File: config.mk
export PLATFORM = sky130hd
export DESIGN_NAME = alu_exec_unit_flat
export DESIGN_NICKNAME = d
export VERILOG_FILES = /design/src/rtl/alu_exec_pkg.sv /design/src/rtl/alu_exec_if.sv /design/src/rtl/alu_muldiv_seq.sv /design/src/rtl/alu_exec_unit.sv /design/src/flat_wrapper.sv
export SDC_FILE = /design/constraint.sdc
export NUM_CORES = 1
export LEC_CHECK = 0
export CAP_MARGIN = 20
export CORE_ASPECT_RATIO = 0.9
export CORE_MARGIN = 3
export CORE_UTILIZATION = 55
export CTS_BUF_LIST = sky130_fd_sc_hd__clkbuf_4
export CTS_CLUSTER_SIZE = 30
export DETAILED_ROUTE_END_ITERATION = 10
export PLACE_DENSITY_LB_ADDON = 0.2
export SYNTH_ARGS = -nofsm -noshare
export SYNTH_HDL_FRONTEND = slang
export SYNTH_HIERARCHICAL = 1
export SYNTH_SLANG_ARGS = --single-unit
File: constraint.sdc
create_clock -name clk -period 4.2 [get_ports clk]
set_input_delay 0.84 -clock clk [delete_from_list [all_inputs] [get_ports clk]]
set_output_delay 0.84 -clock clk [all_outputs]
set_load 0.005 [all_outputs]
File: src/rtl/alu_exec_pkg.sv
`default_nettype none
// ============================================================================
// Module      : alu_exec_pkg
// Description : Shared types and constants for the RV32I ALU execute stage:
//               ALUOp / funct7 encodings, the decoded operation enum and the
//               execute-stage FSM state enum.
// Revision    : 1.0 - initial release
// ============================================================================
package alu_exec_pkg;

    // ALUOp field as produced by the main decoder
    localparam logic [1:0] ALUOP_MEM    = 2'b00;  // LW/SW/AUIPC address add
    localparam logic [1:0] ALUOP_BRANCH = 2'b01;
    localparam logic [1:0] ALUOP_RTYPE  = 2'b10;
    localparam logic [1:0] ALUOP_ITYPE  = 2'b11;

    // funct7 encodings of interest
    localparam logic [6:0] FUNCT7_BASE   = 7'b0000000;
    localparam logic [6:0] FUNCT7_ALT    = 7'b0100000;  // SUB / SRA
    localparam logic [6:0] FUNCT7_MULDIV = 7'b0000001;  // RV32M

    typedef enum logic [4:0] {
        OP_ADD    = 5'd0,
        OP_SUB    = 5'd1,
        OP_SLL    = 5'd2,
        OP_SLT    = 5'd3,
        OP_SLTU   = 5'd4,
        OP_XOR    = 5'd5,
        OP_SRL    = 5'd6,
        OP_SRA    = 5'd7,
        OP_OR     = 5'd8,
        OP_AND    = 5'd9,
        OP_BEQ    = 5'd10,
        OP_BNE    = 5'd11,
        OP_BLT    = 5'd12,
        OP_BGE    = 5'd13,
        OP_BLTU   = 5'd14,
        OP_BGEU   = 5'd15,
        OP_MUL    = 5'd16,
        OP_MULH   = 5'd17,
        OP_MULHSU = 5'd18,
        OP_MULHU  = 5'd19,
        OP_DIV    = 5'd20,
        OP_DIVU   = 5'd21,
        OP_REM    = 5'd22,
        OP_REMU   = 5'd23
    } alu_op_e;

    typedef enum logic [1:0] {
        IDLE = 2'd0,
        MUL  = 2'd1,
        DIV  = 2'd2,
        DONE = 2'd3
    } state_e;

    // True for the four division-family operations
    function automatic logic is_div_op(input alu_op_e op);
        return (op == OP_DIV) || (op == OP_DIVU) || (op == OP_REM) || (op == OP_REMU);
    endfunction

endpackage
`default_nettype wire

File: src/rtl/alu_exec_if.sv
`default_nettype none
// ============================================================================
// Module      : alu_exec_if
// Description : Request/response bundle of the ALU execute stage.
//               Request : in_valid/in_ready, alu_op, funct7, funct3, src_a, src_b
//               Response: out_valid/out_ready, result, branch_taken, illegal
//               master = issuing/consuming side, slave = execute unit.
// Revision    : 1.0 - initial release
// ============================================================================
interface alu_exec_if #(
    parameter int DATA_WIDTH = 32
);
    logic                  in_valid;
    logic                  in_ready;
    logic [1:0]            alu_op;
    logic [6:0]            funct7;
    logic [2:0]            funct3;
    logic [DATA_WIDTH-1:0] src_a;
    logic [DATA_WIDTH-1:0] src_b;
    logic                  out_valid;
    logic                  out_ready;
    logic [DATA_WIDTH-1:0] result;
    logic                  branch_taken;
    logic                  illegal;

    modport master (
        output in_valid, alu_op, funct7, funct3, src_a, src_b, out_ready,
        input  in_ready, out_valid, result, branch_taken, illegal
    );

    modport slave (
        input  in_valid, alu_op, funct7, funct3, src_a, src_b, out_ready,
        output in_ready, out_valid, result, branch_taken, illegal
    );
endinterface
`default_nettype wire

File: src/rtl/alu_muldiv_seq.sv
`default_nettype none
// ============================================================================
// Module      : alu_muldiv_seq
// Description : Iterative RV32M engine. Shift-add multiply and restoring
//               divide on operand magnitudes, sign applied on the way out.
//               Runs DATA_WIDTH steps after a start pulse.
//               Compiled only when ALU_MULDIV_EN is defined.
// Ports       : clk, reset        - clock, synchronous active-high reset
//               start_i, op_i     - launch pulse and operation
//               a_i, b_i          - operands captured on start_i
//               busy_o            - iteration in progress
//               done_o            - current cycle performs the final step;
//                                   result_o is valid from the next cycle
//               result_o          - selected product/quotient/remainder
// Revision    : 1.0 - initial release
// ============================================================================
`ifdef ALU_MULDIV_EN
module alu_muldiv_seq
    import alu_exec_pkg::*;
#(
    parameter int DATA_WIDTH = 32
) (
    input  wire logic                  clk,
    input  wire logic                  reset,
    input  wire logic                  start_i,
    input  wire alu_op_e               op_i,
    input  wire logic [DATA_WIDTH-1:0] a_i,
    input  wire logic [DATA_WIDTH-1:0] b_i,
    output logic                       busy_o,
    output logic                       done_o,
    output logic [DATA_WIDTH-1:0]      result_o
);
    localparam int CNT_W = $clog2(DATA_WIDTH) + 1;
    localparam logic [CNT_W-1:0] c_last_step = CNT_W'(DATA_WIDTH - 1);

    // acc holds {hi, lo}: product for multiply, {remainder, quotient} for divide
    logic [2*DATA_WIDTH-1:0] acc_q, acc_d;
    logic [DATA_WIDTH-1:0]   opnd_q, opnd_d;
    logic [CNT_W-1:0]        cnt_q, cnt_d;
    logic                    busy_q, busy_d;
    logic                    is_div_q, is_div_d;
    logic                    hi_q, hi_d;        // MULH* upper half, or REM*
    logic                    neg_q, neg_d;      // negate product / quotient
    logic                    neg_rem_q, neg_rem_d;

    logic                    w_a_signed, w_b_signed, w_a_neg, w_b_neg;
    logic [DATA_WIDTH-1:0]   w_mag_a, w_mag_b;
    logic [DATA_WIDTH:0]     w_mul_sum, w_div_shift, w_div_diff;
    logic                    w_last;

    assign w_last = busy_q && (cnt_q == c_last_step);

    always_comb begin
        w_a_signed = 1'b0;
        w_b_signed = 1'b0;
        is_div_d   = 1'b0;
        hi_d       = 1'b0;
        case (op_i)
            OP_MULH:   begin w_a_signed = 1'b1; w_b_signed = 1'b1; hi_d = 1'b1; end
            OP_MULHSU: begin w_a_signed = 1'b1; hi_d = 1'b1; end
            OP_MULHU:  hi_d = 1'b1;
            OP_DIV:    begin w_a_signed = 1'b1; w_b_signed = 1'b1; is_div_d = 1'b1; end
            OP_DIVU:   is_div_d = 1'b1;
            OP_REM:    begin w_a_signed = 1'b1; w_b_signed = 1'b1; is_div_d = 1'b1; hi_d = 1'b1; end
            OP_REMU:   begin is_div_d = 1'b1; hi_d = 1'b1; end
            default:   ;
        endcase
        w_a_neg   = w_a_signed && a_i[DATA_WIDTH-1];
        w_b_neg   = w_b_signed && b_i[DATA_WIDTH-1];
        w_mag_a   = w_a_neg ? -a_i : a_i;
        w_mag_b   = w_b_neg ? -b_i : b_i;
        neg_d     = w_a_neg ^ w_b_neg;
        // remainder takes the sign of the dividend
        neg_rem_d = w_a_neg;
    end

    // One iteration of each algorithm
    always_comb begin
        w_mul_sum   = {1'b0, acc_q[2*DATA_WIDTH-1:DATA_WIDTH]}
                    + (acc_q[0] ? {1'b0, opnd_q} : '0);
        w_div_shift = {acc_q[2*DATA_WIDTH-1:DATA_WIDTH], acc_q[DATA_WIDTH-1]};
        w_div_diff  = w_div_shift - {1'b0, opnd_q};
    end

    always_comb begin
        acc_d  = acc_q;
        opnd_d = opnd_q;
        cnt_d  = cnt_q;
        busy_d = busy_q;
        if (start_i) begin
            acc_d  = {{DATA_WIDTH{1'b0}}, w_mag_a};
            opnd_d = w_mag_b;
            cnt_d  = '0;
            busy_d = 1'b1;
        end else if (busy_q) begin
            if (is_div_q) begin
                if (!w_div_diff[DATA_WIDTH])
                    acc_d = {w_div_diff[DATA_WIDTH-1:0], acc_q[DATA_WIDTH-2:0], 1'b1};
                else
                    acc_d = {w_div_shift[DATA_WIDTH-1:0], acc_q[DATA_WIDTH-2:0], 1'b0};
            end else begin
                acc_d = {w_mul_sum, acc_q[DATA_WIDTH-1:1]};
            end
            cnt_d = cnt_q + 1'b1;
            if (w_last)
                busy_d = 1'b0;
        end
    end

    always_ff @(posedge clk) begin
        if (reset) begin
            acc_q     <= '0;
            opnd_q    <= '0;
            cnt_q     <= '0;
            busy_q    <= 1'b0;
            is_div_q  <= 1'b0;
            hi_q      <= 1'b0;
            neg_q     <= 1'b0;
            neg_rem_q <= 1'b0;
        end else begin
            acc_q  <= acc_d;
            opnd_q <= opnd_d;
            cnt_q  <= cnt_d;
            busy_q <= busy_d;
            if (start_i) begin
                is_div_q  <= is_div_d;
                hi_q      <= hi_d;
                neg_q     <= neg_d;
                neg_rem_q <= neg_rem_d;
            end
        end
    end

    logic [2*DATA_WIDTH-1:0] w_prod;
    logic [DATA_WIDTH-1:0]   w_quo, w_rem;

    always_comb begin
        w_prod = neg_q ? -acc_q : acc_q;
        w_quo  = neg_q ? -acc_q[DATA_WIDTH-1:0] : acc_q[DATA_WIDTH-1:0];
        w_rem  = neg_rem_q ? -acc_q[2*DATA_WIDTH-1:DATA_WIDTH]
                           : acc_q[2*DATA_WIDTH-1:DATA_WIDTH];
        if (is_div_q)
            result_o = hi_q ? w_rem : w_quo;
        else
            result_o = hi_q ? w_prod[2*DATA_WIDTH-1:DATA_WIDTH] : w_prod[DATA_WIDTH-1:0];
    end

    assign busy_o = busy_q;
    assign done_o = w_last;

endmodule
`endif
`default_nettype wire

File: src/rtl/alu_exec_unit.sv
`default_nettype none
// ============================================================================
// Module      : alu_exec_unit
// Description : RV32I decode-and-execute ALU stage with valid/ready handshake
//               and registered result, branch_taken and illegal flags.
//               Single-cycle ops answer one cycle after accept; RV32M
//               multiply/divide (ALU_MULDIV_EN defined) take DATA_WIDTH+1
//               cycles except the divide-by-zero and signed-overflow cases.
// Ports       : clk    - core clock
//               reset  - synchronous active-high reset
//               bus    - alu_exec_if slave (request and response channels)
// Config      : ALU_MULDIV_EN - enables RV32M; otherwise funct7=0000001 is
//               reported illegal.
// Revision    : 1.0 - initial release
// ============================================================================
module alu_exec_unit
    import alu_exec_pkg::*;
#(
    parameter int DATA_WIDTH = 32
) (
    input wire logic   clk,
    input wire logic   reset,
    alu_exec_if.slave  bus
);
    localparam int SHAMT_W = $clog2(DATA_WIDTH);
    localparam logic [DATA_WIDTH-1:0] c_signed_min = {1'b1, {(DATA_WIDTH-1){1'b0}}};
    localparam logic [DATA_WIDTH-1:0] c_all_ones   = {DATA_WIDTH{1'b1}};

    state_e                state_q, state_d;
    logic [DATA_WIDTH-1:0] result_q, result_d;
    logic                  taken_q, taken_d;
    logic                  illegal_q, illegal_d;

    alu_op_e               w_op;
    logic                  w_dec_illegal;
    logic                  w_multi;
    logic                  w_ready, w_accept, w_start, w_out_valid;
    logic                  w_seq_busy, w_seq_done;
    logic [SHAMT_W-1:0]    w_shamt;
    logic [DATA_WIDTH-1:0] w_a, w_b;

    assign w_a     = bus.src_a;
    assign w_b     = bus.src_b;
    assign w_shamt = bus.src_b[SHAMT_W-1:0];

    // ------------------------------------------------------------------
    // Decode ALUOp/funct3/funct7 into a single operation code
    // ------------------------------------------------------------------
    always_comb begin
        w_op          = OP_ADD;
        w_dec_illegal = 1'b0;
        case (bus.alu_op)
            ALUOP_MEM: w_op = OP_ADD;
            ALUOP_BRANCH: begin
                case (bus.funct3)
                    3'b000:  w_op = OP_BEQ;
                    3'b001:  w_op = OP_BNE;
                    3'b100:  w_op = OP_BLT;
                    3'b101:  w_op = OP_BGE;
                    3'b110:  w_op = OP_BLTU;
                    3'b111:  w_op = OP_BGEU;
                    default: w_dec_illegal = 1'b1;
                endcase
            end
            ALUOP_RTYPE: begin
                if (bus.funct7 == FUNCT7_BASE) begin
                    case (bus.funct3)
                        3'b000:  w_op = OP_ADD;
                        3'b001:  w_op = OP_SLL;
                        3'b010:  w_op = OP_SLT;
                        3'b011:  w_op = OP_SLTU;
                        3'b100:  w_op = OP_XOR;
                        3'b101:  w_op = OP_SRL;
                        3'b110:  w_op = OP_OR;
                        default: w_op = OP_AND;
                    endcase
                end else if (bus.funct7 == FUNCT7_ALT) begin
                    case (bus.funct3)
                        3'b000:  w_op = OP_SUB;
                        3'b101:  w_op = OP_SRA;
                        default: w_dec_illegal = 1'b1;
                    endcase
                end else if (bus.funct7 == FUNCT7_MULDIV) begin
`ifdef ALU_MULDIV_EN
                    case (bus.funct3)
                        3'b000:  w_op = OP_MUL;
                        3'b001:  w_op = OP_MULH;
                        3'b010:  w_op = OP_MULHSU;
                        3'b011:  w_op = OP_MULHU;
                        3'b100:  w_op = OP_DIV;
                        3'b101:  w_op = OP_DIVU;
                        3'b110:  w_op = OP_REM;
                        default: w_op = OP_REMU;
                    endcase
`else
                    w_dec_illegal = 1'b1;
`endif
                end else begin
                    w_dec_illegal = 1'b1;
                end
            end
            default: begin  // I-type: funct7 only qualifies the shifts
                case (bus.funct3)
                    3'b000: w_op = OP_ADD;
                    3'b001: begin
                        if (bus.funct7 == FUNCT7_BASE) w_op = OP_SLL;
                        else                           w_dec_illegal = 1'b1;
                    end
                    3'b010: w_op = OP_SLT;
                    3'b011: w_op = OP_SLTU;
                    3'b100: w_op = OP_XOR;
                    3'b101: begin
                        if (bus.funct7 == FUNCT7_BASE)     w_op = OP_SRL;
                        else if (bus.funct7 == FUNCT7_ALT) w_op = OP_SRA;
                        else                               w_dec_illegal = 1'b1;
                    end
                    3'b110:  w_op = OP_OR;
                    default: w_op = OP_AND;
                endcase
            end
        endcase
    end

    // ------------------------------------------------------------------
    // Single-cycle datapath; w_multi flags ops handed to the sequencer
    // ------------------------------------------------------------------
    always_comb begin
        result_d  = '0;
        taken_d   = 1'b0;
        illegal_d = w_dec_illegal;
        w_multi   = 1'b0;
        if (!w_dec_illegal) begin
            case (w_op)
                OP_ADD:  result_d = w_a + w_b;
                OP_SUB:  result_d = w_a - w_b;
                OP_SLL:  result_d = w_a << w_shamt;
                OP_SLT:  result_d = {{(DATA_WIDTH-1){1'b0}}, $signed(w_a) < $signed(w_b)};
                OP_SLTU: result_d = {{(DATA_WIDTH-1){1'b0}}, w_a < w_b};
                OP_XOR:  result_d = w_a ^ w_b;
                OP_SRL:  result_d = w_a >> w_shamt;
                OP_SRA:  result_d = $signed(w_a) >>> w_shamt;
                OP_OR:   result_d = w_a | w_b;
                OP_AND:  result_d = w_a & w_b;
                OP_BEQ:  taken_d  = (w_a == w_b);
                OP_BNE:  taken_d  = (w_a != w_b);
                OP_BLT:  taken_d  = ($signed(w_a) <  $signed(w_b));
                OP_BGE:  taken_d  = ($signed(w_a) >= $signed(w_b));
                OP_BLTU: taken_d  = (w_a <  w_b);
                OP_BGEU: taken_d  = (w_a >= w_b);
`ifdef ALU_MULDIV_EN
                // Divide-by-zero and MIN/-1 are resolved here in one cycle
                OP_DIV: begin
                    if (w_b == '0)
                        result_d = c_all_ones;
                    else if (w_a == c_signed_min && w_b == c_all_ones)
                        result_d = c_signed_min;
                    else
                        w_multi = 1'b1;
                end
                OP_DIVU: begin
                    if (w_b == '0) result_d = c_all_ones;
                    else           w_multi  = 1'b1;
                end
                OP_REM: begin
                    if (w_b == '0)
                        result_d = w_a;
                    else if (w_a == c_signed_min && w_b == c_all_ones)
                        result_d = '0;
                    else
                        w_multi = 1'b1;
                end
                OP_REMU: begin
                    if (w_b == '0) result_d = w_a;
                    else           w_multi  = 1'b1;
                end
                OP_MUL, OP_MULH, OP_MULHSU, OP_MULHU: w_multi = 1'b1;
`endif
                default: ;
            endcase
        end
    end

    // ------------------------------------------------------------------
    // FSM: state register
    // ------------------------------------------------------------------
    always_ff @(posedge clk) begin
        if (reset) state_q <= IDLE;
        else       state_q <= state_d;
    end

    // FSM: next state
    always_comb begin
        state_d = state_q;
        unique case (state_q)
            IDLE: begin
                if (w_accept) begin
                    if (!w_multi)             state_d = DONE;
                    else if (is_div_op(w_op)) state_d = DIV;
                    else                      state_d = MUL;
                end
            end
            MUL, DIV: if (w_seq_done)    state_d = DONE;
            DONE:     if (bus.out_ready) state_d = IDLE;
            default:  state_d = IDLE;
        endcase
    end

    // FSM: outputs. in_ready is masked by reset so it reads 0 in the
    // reset cycle regardless of the state register.
    always_comb begin
        w_ready     = (state_q == IDLE) && !reset && !w_seq_busy;
        w_accept    = bus.in_valid && w_ready;
        w_start     = w_accept && w_multi;
        w_out_valid = (state_q == DONE);
    end

    // ------------------------------------------------------------------
    // Result and flag registers, loaded on accept only so they hold
    // steady while the consumer stalls
    // ------------------------------------------------------------------
    always_ff @(posedge clk) begin
        if (reset) begin
            result_q  <= '0;
            taken_q   <= 1'b0;
            illegal_q <= 1'b0;
        end else if (w_accept) begin
            result_q  <= result_d;
            taken_q   <= taken_d;
            illegal_q <= illegal_d;
        end
    end

`ifdef ALU_MULDIV_EN
    logic                  seq_sel_q;  // response comes from the sequencer
    logic [DATA_WIDTH-1:0] w_seq_result;

    always_ff @(posedge clk) begin
        if (reset)         seq_sel_q <= 1'b0;
        else if (w_accept) seq_sel_q <= w_multi;
    end

    alu_muldiv_seq #(
        .DATA_WIDTH (DATA_WIDTH)
    ) u_muldiv (
        .clk      (clk),
        .reset    (reset),
        .start_i  (w_start),
        .op_i     (w_op),
        .a_i      (w_a),
        .b_i      (w_b),
        .busy_o   (w_seq_busy),
        .done_o   (w_seq_done),
        .result_o (w_seq_result)
    );

    assign bus.result = seq_sel_q ? w_seq_result : result_q;
`else
    assign w_seq_busy = 1'b0;
    assign w_seq_done = 1'b0;
    assign bus.result = result_q;
`endif

    assign bus.in_ready     = w_ready;
    assign bus.out_valid    = w_out_valid;
    assign bus.branch_taken = taken_q;
    assign bus.illegal      = illegal_q;

endmodule
`default_nettype wire

File: src/flat_wrapper.sv
// flat-port wrapper written by rule: the top's interface ports become plain ports
module alu_exec_unit_flat import alu_exec_pkg::*;
#(
    parameter int DATA_WIDTH = 32
)
  (clk, reset, bus_in_valid, bus_alu_op, bus_funct7, bus_funct3, bus_src_a, bus_src_b, bus_out_ready, bus_in_ready, bus_out_valid, bus_result, bus_branch_taken, bus_illegal);
  alu_exec_if #(.DATA_WIDTH(DATA_WIDTH)) bus_i ();
  input wire logic clk;
  input wire logic reset;
  input wire logic [$bits(bus_i.in_valid)-1:0] bus_in_valid;
  input wire logic [$bits(bus_i.alu_op)-1:0] bus_alu_op;
  input wire logic [$bits(bus_i.funct7)-1:0] bus_funct7;
  input wire logic [$bits(bus_i.funct3)-1:0] bus_funct3;
  input wire logic [$bits(bus_i.src_a)-1:0] bus_src_a;
  input wire logic [$bits(bus_i.src_b)-1:0] bus_src_b;
  input wire logic [$bits(bus_i.out_ready)-1:0] bus_out_ready;
  output wire logic [$bits(bus_i.in_ready)-1:0] bus_in_ready;
  output wire logic [$bits(bus_i.out_valid)-1:0] bus_out_valid;
  output wire logic [$bits(bus_i.result)-1:0] bus_result;
  output wire logic [$bits(bus_i.branch_taken)-1:0] bus_branch_taken;
  output wire logic [$bits(bus_i.illegal)-1:0] bus_illegal;
  assign bus_i.in_valid = bus_in_valid;
  assign bus_i.alu_op = bus_alu_op;
  assign bus_i.funct7 = bus_funct7;
  assign bus_i.funct3 = bus_funct3;
  assign bus_i.src_a = bus_src_a;
  assign bus_i.src_b = bus_src_b;
  assign bus_i.out_ready = bus_out_ready;
  assign bus_in_ready = bus_i.in_ready;
  assign bus_out_valid = bus_i.out_valid;
  assign bus_result = bus_i.result;
  assign bus_branch_taken = bus_i.branch_taken;
  assign bus_illegal = bus_i.illegal;
  alu_exec_unit #(.DATA_WIDTH(DATA_WIDTH)) u_core (.clk(clk), .reset(reset), .bus(bus_i));
endmodule
Word-level counts from Yosys, hierarchy flattened
Index checks and enable logic that the tools add are counted.
W data, S select, Z words.
{"block": "totals", "regBits": 36, "in_bits": 80, "output_inout_bits": 36, "word_cells": 87}
{"block": "classes", "addsub": 2, "magnitude_cmp": 4, "eq_ne": 32, "shift": 3, "muxes": 26, "bitwise": 4, "n_reduce_logical": 12}
{"operator": "$pmux W32 S10", "n": 1}
{"operator": "$ge A32 B32 Y1", "n": 2}
{"operator": "$lt A32 B32 Y1", "n": 2}
{"operator": "$eq A5 B4 Y1 const B", "n": 8}
{"operator": "$pmux W5 S7", "n": 1}
{"operator": "$add A32 B32 Y32", "n": 1}
{"operator": "$and A32 B32 Y32", "n": 1}
{"operator": "$eq A32 B32 Y1", "n": 1}
{"operator": "$mux W32", "n": 1}
{"operator": "$ne A32 B32 Y1", "n": 1}
{"operator": "$or A32 B32 Y32", "n": 1}
{"operator": "$shl A32 B5 Y32", "n": 1}
{"operator": "$shr A32 B5 Y32", "n": 1}
{"operator": "$sshr A32 B5 Y32", "n": 1}
{"operator": "$sub A32 B32 Y32", "n": 1}
{"operator": "$xor A32 B32 Y32", "n": 1}
{"operator": "$pmux W4 S7", "n": 1}
{"operator": "$pmux W4 S6", "n": 1}
{"operator": "$eq A5 B3 Y1 const B", "n": 4}
{"operator": "$mux W5", "n": 3}
{"operator": "$pmux W5 S3", "n": 1}
{"operator": "$eq A3 B3 Y1 const B", "n": 4}
{"operator": "$eq A5 B2 Y1 const B", "n": 2}
{"operator": "$mux W1", "n": 8}
{"operator": "other kinds (25)", "n": 34}

Longest topological paths before layout
{"block": "depth", "ltp_word": 8, "ltp_mapped": 14, "mapped_depth_nobuf": 12}

Worst setup path before layout
Ideal clock, no wire load.
{"block": "synth_timing", "path_kind": "input to register", "from": "input bus_src_b[3]", "to": "register u_core.result_q[31], in the netlist u_core/bus.result[31]", "t_arrival_ps": 4075, "required_ps": 4109, "path_slack_ps": 34, "path_stages": 14, "path_buffers": 4, "path_cell_list": "clkbuf_1 -> clkinv_1 -> clkbuf_1 -> clkbuf_1 -> ha_1 -> clkbuf_2 -> nor2_1 -> o211ai_2 -> a2111oi_2 -> nor3_1 -> o311a_1 -> o31a_1 -> o32a_1 -> a311oi_1"}
{"block": "synth_via", "elab_chain_len": 3}
{"element": "start: declaration", "line_no": "flat_wrapper.sv:15", "rtl": "input wire logic [$bits(bus_i.src_b)-1:0] bus_src_b;"}
{"element": "$sub A32 B32 Y32, or another cell as far along", "line_no": "alu_exec_unit.sv:135", "rtl": "OP_SUB: result_d = w_a - w_b;"}
{"element": "$pmux W32 S10 *", "line_no": "alu_exec_unit.sv:133", "rtl": "case (w_op)"}
{"element": "$mux W32 *", "line_no": "alu_exec_unit.sv:132", "rtl": "if (!w_dec_illegal) begin"}
{"element": "end signal: assignment", "line_no": "alu_exec_unit.sv:227", "rtl": "result_q <= result_d;"}
{"element": "end: declaration", "line_no": "alu_exec_unit.sv:30", "rtl": "logic [DATA_WIDTH-1:0] result_q, result_d;"}
Mark *: on every way between the ends. The rest lies on a longest branch, timed or not.
A chain may end at the register's enable or synchronous reset.

Worst setup path after layout
{"block": "layout_timing", "from": "input bus_src_b[14]", "to": "register u_core.result_q[31], in the netlist u_core/bus.result[31]"}
{"block": "layout_via", "elab_chain_len": 3}
{"element": "$sub A32 B32 Y32 or $add A32 B32 Y32 (tied branches)", "line_no": "alu_exec_unit.sv:135, alu_exec_unit.sv:134"}
{"element": "$pmux W32 S10 *", "line_no": "alu_exec_unit.sv:133"}
{"element": "$mux W32 *", "line_no": "alu_exec_unit.sv:132"}
Marked as above.

==> results.yml <==
route:
  wl_mm: 58.48
  dr.pass1.iters: 8
  drc_errors: 0
  via_count: 15410
  drt-initial-drc-count: 3075
  wl_per_cell_um: 28.47
  via_per_inst: 7.502
  drtAntennaViolNets: 0
die:
  core_area_um2: 20420
  die-height_um: 144.1
  io_pins: 116
  row_count: 49
  start_util: 0.5706
  die-area_um2: 22970
  die_w_um: 159.4
final_layout:
  drive_gt1_frac: 0.1719
  syn_to_final_growth_pct: 20.18
  fill_cells: 1787
  multiInputGateArea_um2: 10000
  regArea_um2: 700.7
  antennaDiodeCount: 0
  nets: 1959
  final_util: 0.6858
setup_path:
  rr_startpoint: "u_core/state_q[0]$_SDFFE_PP0P_"
  path_class: "input port to flip-flop"
  start_kind: "input port"
  path_cells: "clkdlybuf4s50_1 > inv_1 > ha_1 > inv_1 > a21oi_1 > o31ai_1 > nor3_1 > o311a_1 > o31a_1 > o211ai_1 > a311oi_1"
  cpPeakStageDelay_ns: 0.81
  reg2reg_depth: 8
  cp_data_required_time_ns: 4.54
  critPathMaxFanout: 6
  r2r_slack_ns: 1.95
  r2r-end: "u_core/bus.result[24]$_SDFFE_PP0P_"
  cp_common_cell: "inv_1"
  slowest_stage: "nor3_1"
  cp.arrival_ns: 4.46
  critPathCaptureType: "flip-flop"
cts:
  clk_pin_slew_ns: 0.14
  cts_root_buf: "clkbuf_4"
  clockBufferDepth: 2
  clock_latency_ns: 0.43
  htreeDepth: 2
  numCtsBuffers: 5
  cts_tree: "yes"
  cts_hold_buf: 0
  cts_post_setup_buffers_inserted: 0
  cts_sinks: 35
  ctsResizeCount: 0
placement:
  io_buffers: 115
  place_ws_ns: -0.1111
  place.detailed.hpwl_mm: 45.55
  gp_congestion: 1.176
hold_path:
  whs_path_depth: 2
  min_from: "u_core/bus.result[1]$_SDFFE_PP0P_"
  hold_end: "u_core/bus.result[1]$_SDFFE_PP0P_"
  hold_class: "flip-flop to flip-flop"
timing:
  relSlewSlack: 0.3105
  tightestPinTransition_ns: 1.025
  hold_viol: 0
  whs_ns: 0.5101
  slew_violations: 0
  fmax_mhz: 242.5
  grt_setup_unrepaired: "no"
  setup_viol: 0
  fin_ws_ns: 0.07562
  finClkSkew_ns: 0.007439
  finalSetupTns_ns: 0
  layout_min_cycle_time_ns: 4.124
  post-route-period-util: 0.9820
logic_synthesis:
  synth_area_per_cell_um2: 7.223
  synth_edf_count: 0
  synth_xor_area_frac: 0.005263
  synth.distinct_cells: 98
  synthMuxAreaShare: 0.1685
  synth_common_cells: "172 x nand2_1, 130 x a21oi_1, 127 x nor2_1"
  synth_compound_area_frac: 0.3526
  synth_most_common_cell: "nand2_1"
  yosys_warnings: 6
  synth_seq_cells: 35
  yosys.area.top_type: "ha_1"
  synth-simple-area-share: 0.2150
  ys_seq_area_frac: 0.06014
  async_flop_share: 0
  synth_nets: 1799
  synth_fa_ha_area_frac: 0.1151
  netlist_area_um2: 11650
  synth_ff_type: "dfxtp_1"
  synth_top_family_by_area: "compound AO/OA/AOI/OAI gates"
  synthCells: 1613
  yosys.area.top_type_share: 0.1117
  netlist_top_cells_area: "ha_1 11%, mux4_2 11%, dfxtp_1 6.0%"
global_route:
  grt_overflow: 0
  grt_pass1_vias: 13980
  grtUsageTotal: 0.4885
  antenna_found_initial: 2
  grt_pass1_wl_mm: 86.24
  grt_max_degree: 65
power_and_ir_drop:
  power_density_nw_per_um2: 181.0
  report.power.total_mw: 2.534
  p_leak_nw: 5.809
  max-vdd-ir-drop_mv: 0.1128
job:
  max_cap_viol_count: 0
status:
  status: "completed"
-- registers in the layout, indices dropped and copies added, names as in the netlist --
signal	count
u_core/bus.branch_taken	1
u_core/bus.illegal	1
u_core/bus.result	32
u_core/state_q	1
-- area by class of cell --
cell class,count,area share
Timing Repair Buffer,291,0.1803
Clock inverter,2,0.0005362
Sequential cell,35,0.05004
Inverter,98,0.02627
Multi-Input combinational cell,1342,0.7146
Clock buffer,6,0.003217
Tap cell,280,0.02502
-- layout by cell type (no fill, tap or decap), drive strengths merged, types with 8 or more instances in the layout --
cell type,Yosys,layout
nor2,129,129
ha,104,104
a22oi,8,8
nor4,18,18
mux4,55,55
nand2b,19,19
a21o,25,25
o211ai,44,44
o21ai,99,99
nor2b,20,20
o31ai,9,9
inv,97,97
a221o,8,8
nand2,174,174
o21bai,15,15
a31oi,22,22
and3,8,8
or3,15,15
clkdlybuf4s50,0,110
a311oi,14,14
a21oi,131,131
nor3,38,38
o31a,9,9
and2,10,10
a211oi,32,32
nand4,17,17
o32ai,8,8
a32oi,9,9
o221ai,8,8
a221oi,15,15
o22ai,20,20
nand3,44,44
a2111oi,11,11
mux2,19,19
buf,64,181
dfxtp,35,35
mux2i,51,51
-- metal layers --
metal,vias up,global-route usage,part of all wire
met1,6977,0.6266,0.36
li1,6468,-,-
met3,375,0.1838,0.17
met4,2,0.3054,0.092
met5,-,0,0.00024
met2,1587,0.6938,0.38
-- power breakdown --
| part | switching [mW] | internal, mW |
|---|---|---|
| combinational | 1.17 | 0.759 |
| sequential | 0.0183 | 0.351 |
| clock | 0.163 | 0.0685 |
| total | 1.36 | 1.18 |
-- logic make-up (layout without fill, tap and decap cells) --
group,after synthesis,count (layout)
AOI/OAI and AO/OA,584,584
xor gates and xnor gates,7,7
adders and majority gates,106,106
buffers and inverters,236,397
DFF,35,35
muxes,125,125
and+or+nand+nor,520,520
-- critical path: cells and delay by family --
family                     cells  cell delay (ns)
buffers and inverters          3             0.78
AOI/OAI and AO/OA              6             1.59
and+or+nand+nor                1             0.81
adders and majority gates      1             0.44
-- through the flow --
| stage | instances | cell area [um2] |
|---|---|---|
| floorplan | 1613 | 11650 |
| CTS | 2054 | 14000 |
| detailed placement | 2046 | 13950 |
| global placement | 2046 | 13950 |
| global route | 2054 | 14000 |
| finish | 2054 | 14000 |
-- how the worst max path moves through the flow --
stage,start,to,slack [ns],cells past startpoint
floorplan,bus_src_b[3],u_core/bus.result[31]$_SDFFE_PP0P_,0.03,14
global placement,bus_funct3[1],u_core/bus.result[30]$_SDFFE_PP0P_,-0.12,12
detailed placement,bus_funct3[2],u_core/bus.result[30]$_SDFFE_PP0P_,-0.11,12
CTS,bus_funct3[2],u_core/bus.result[30]$_SDFFE_PP0P_,0.30,15
global route,bus_src_b[6],u_core/bus.result[23]$_SDFFE_PP0P_,0.06,12
finish,bus_src_b[14],u_core/bus.result[31]$_SDFFE_PP0P_,0.08,11
Power figures use the tool's default switching activity.
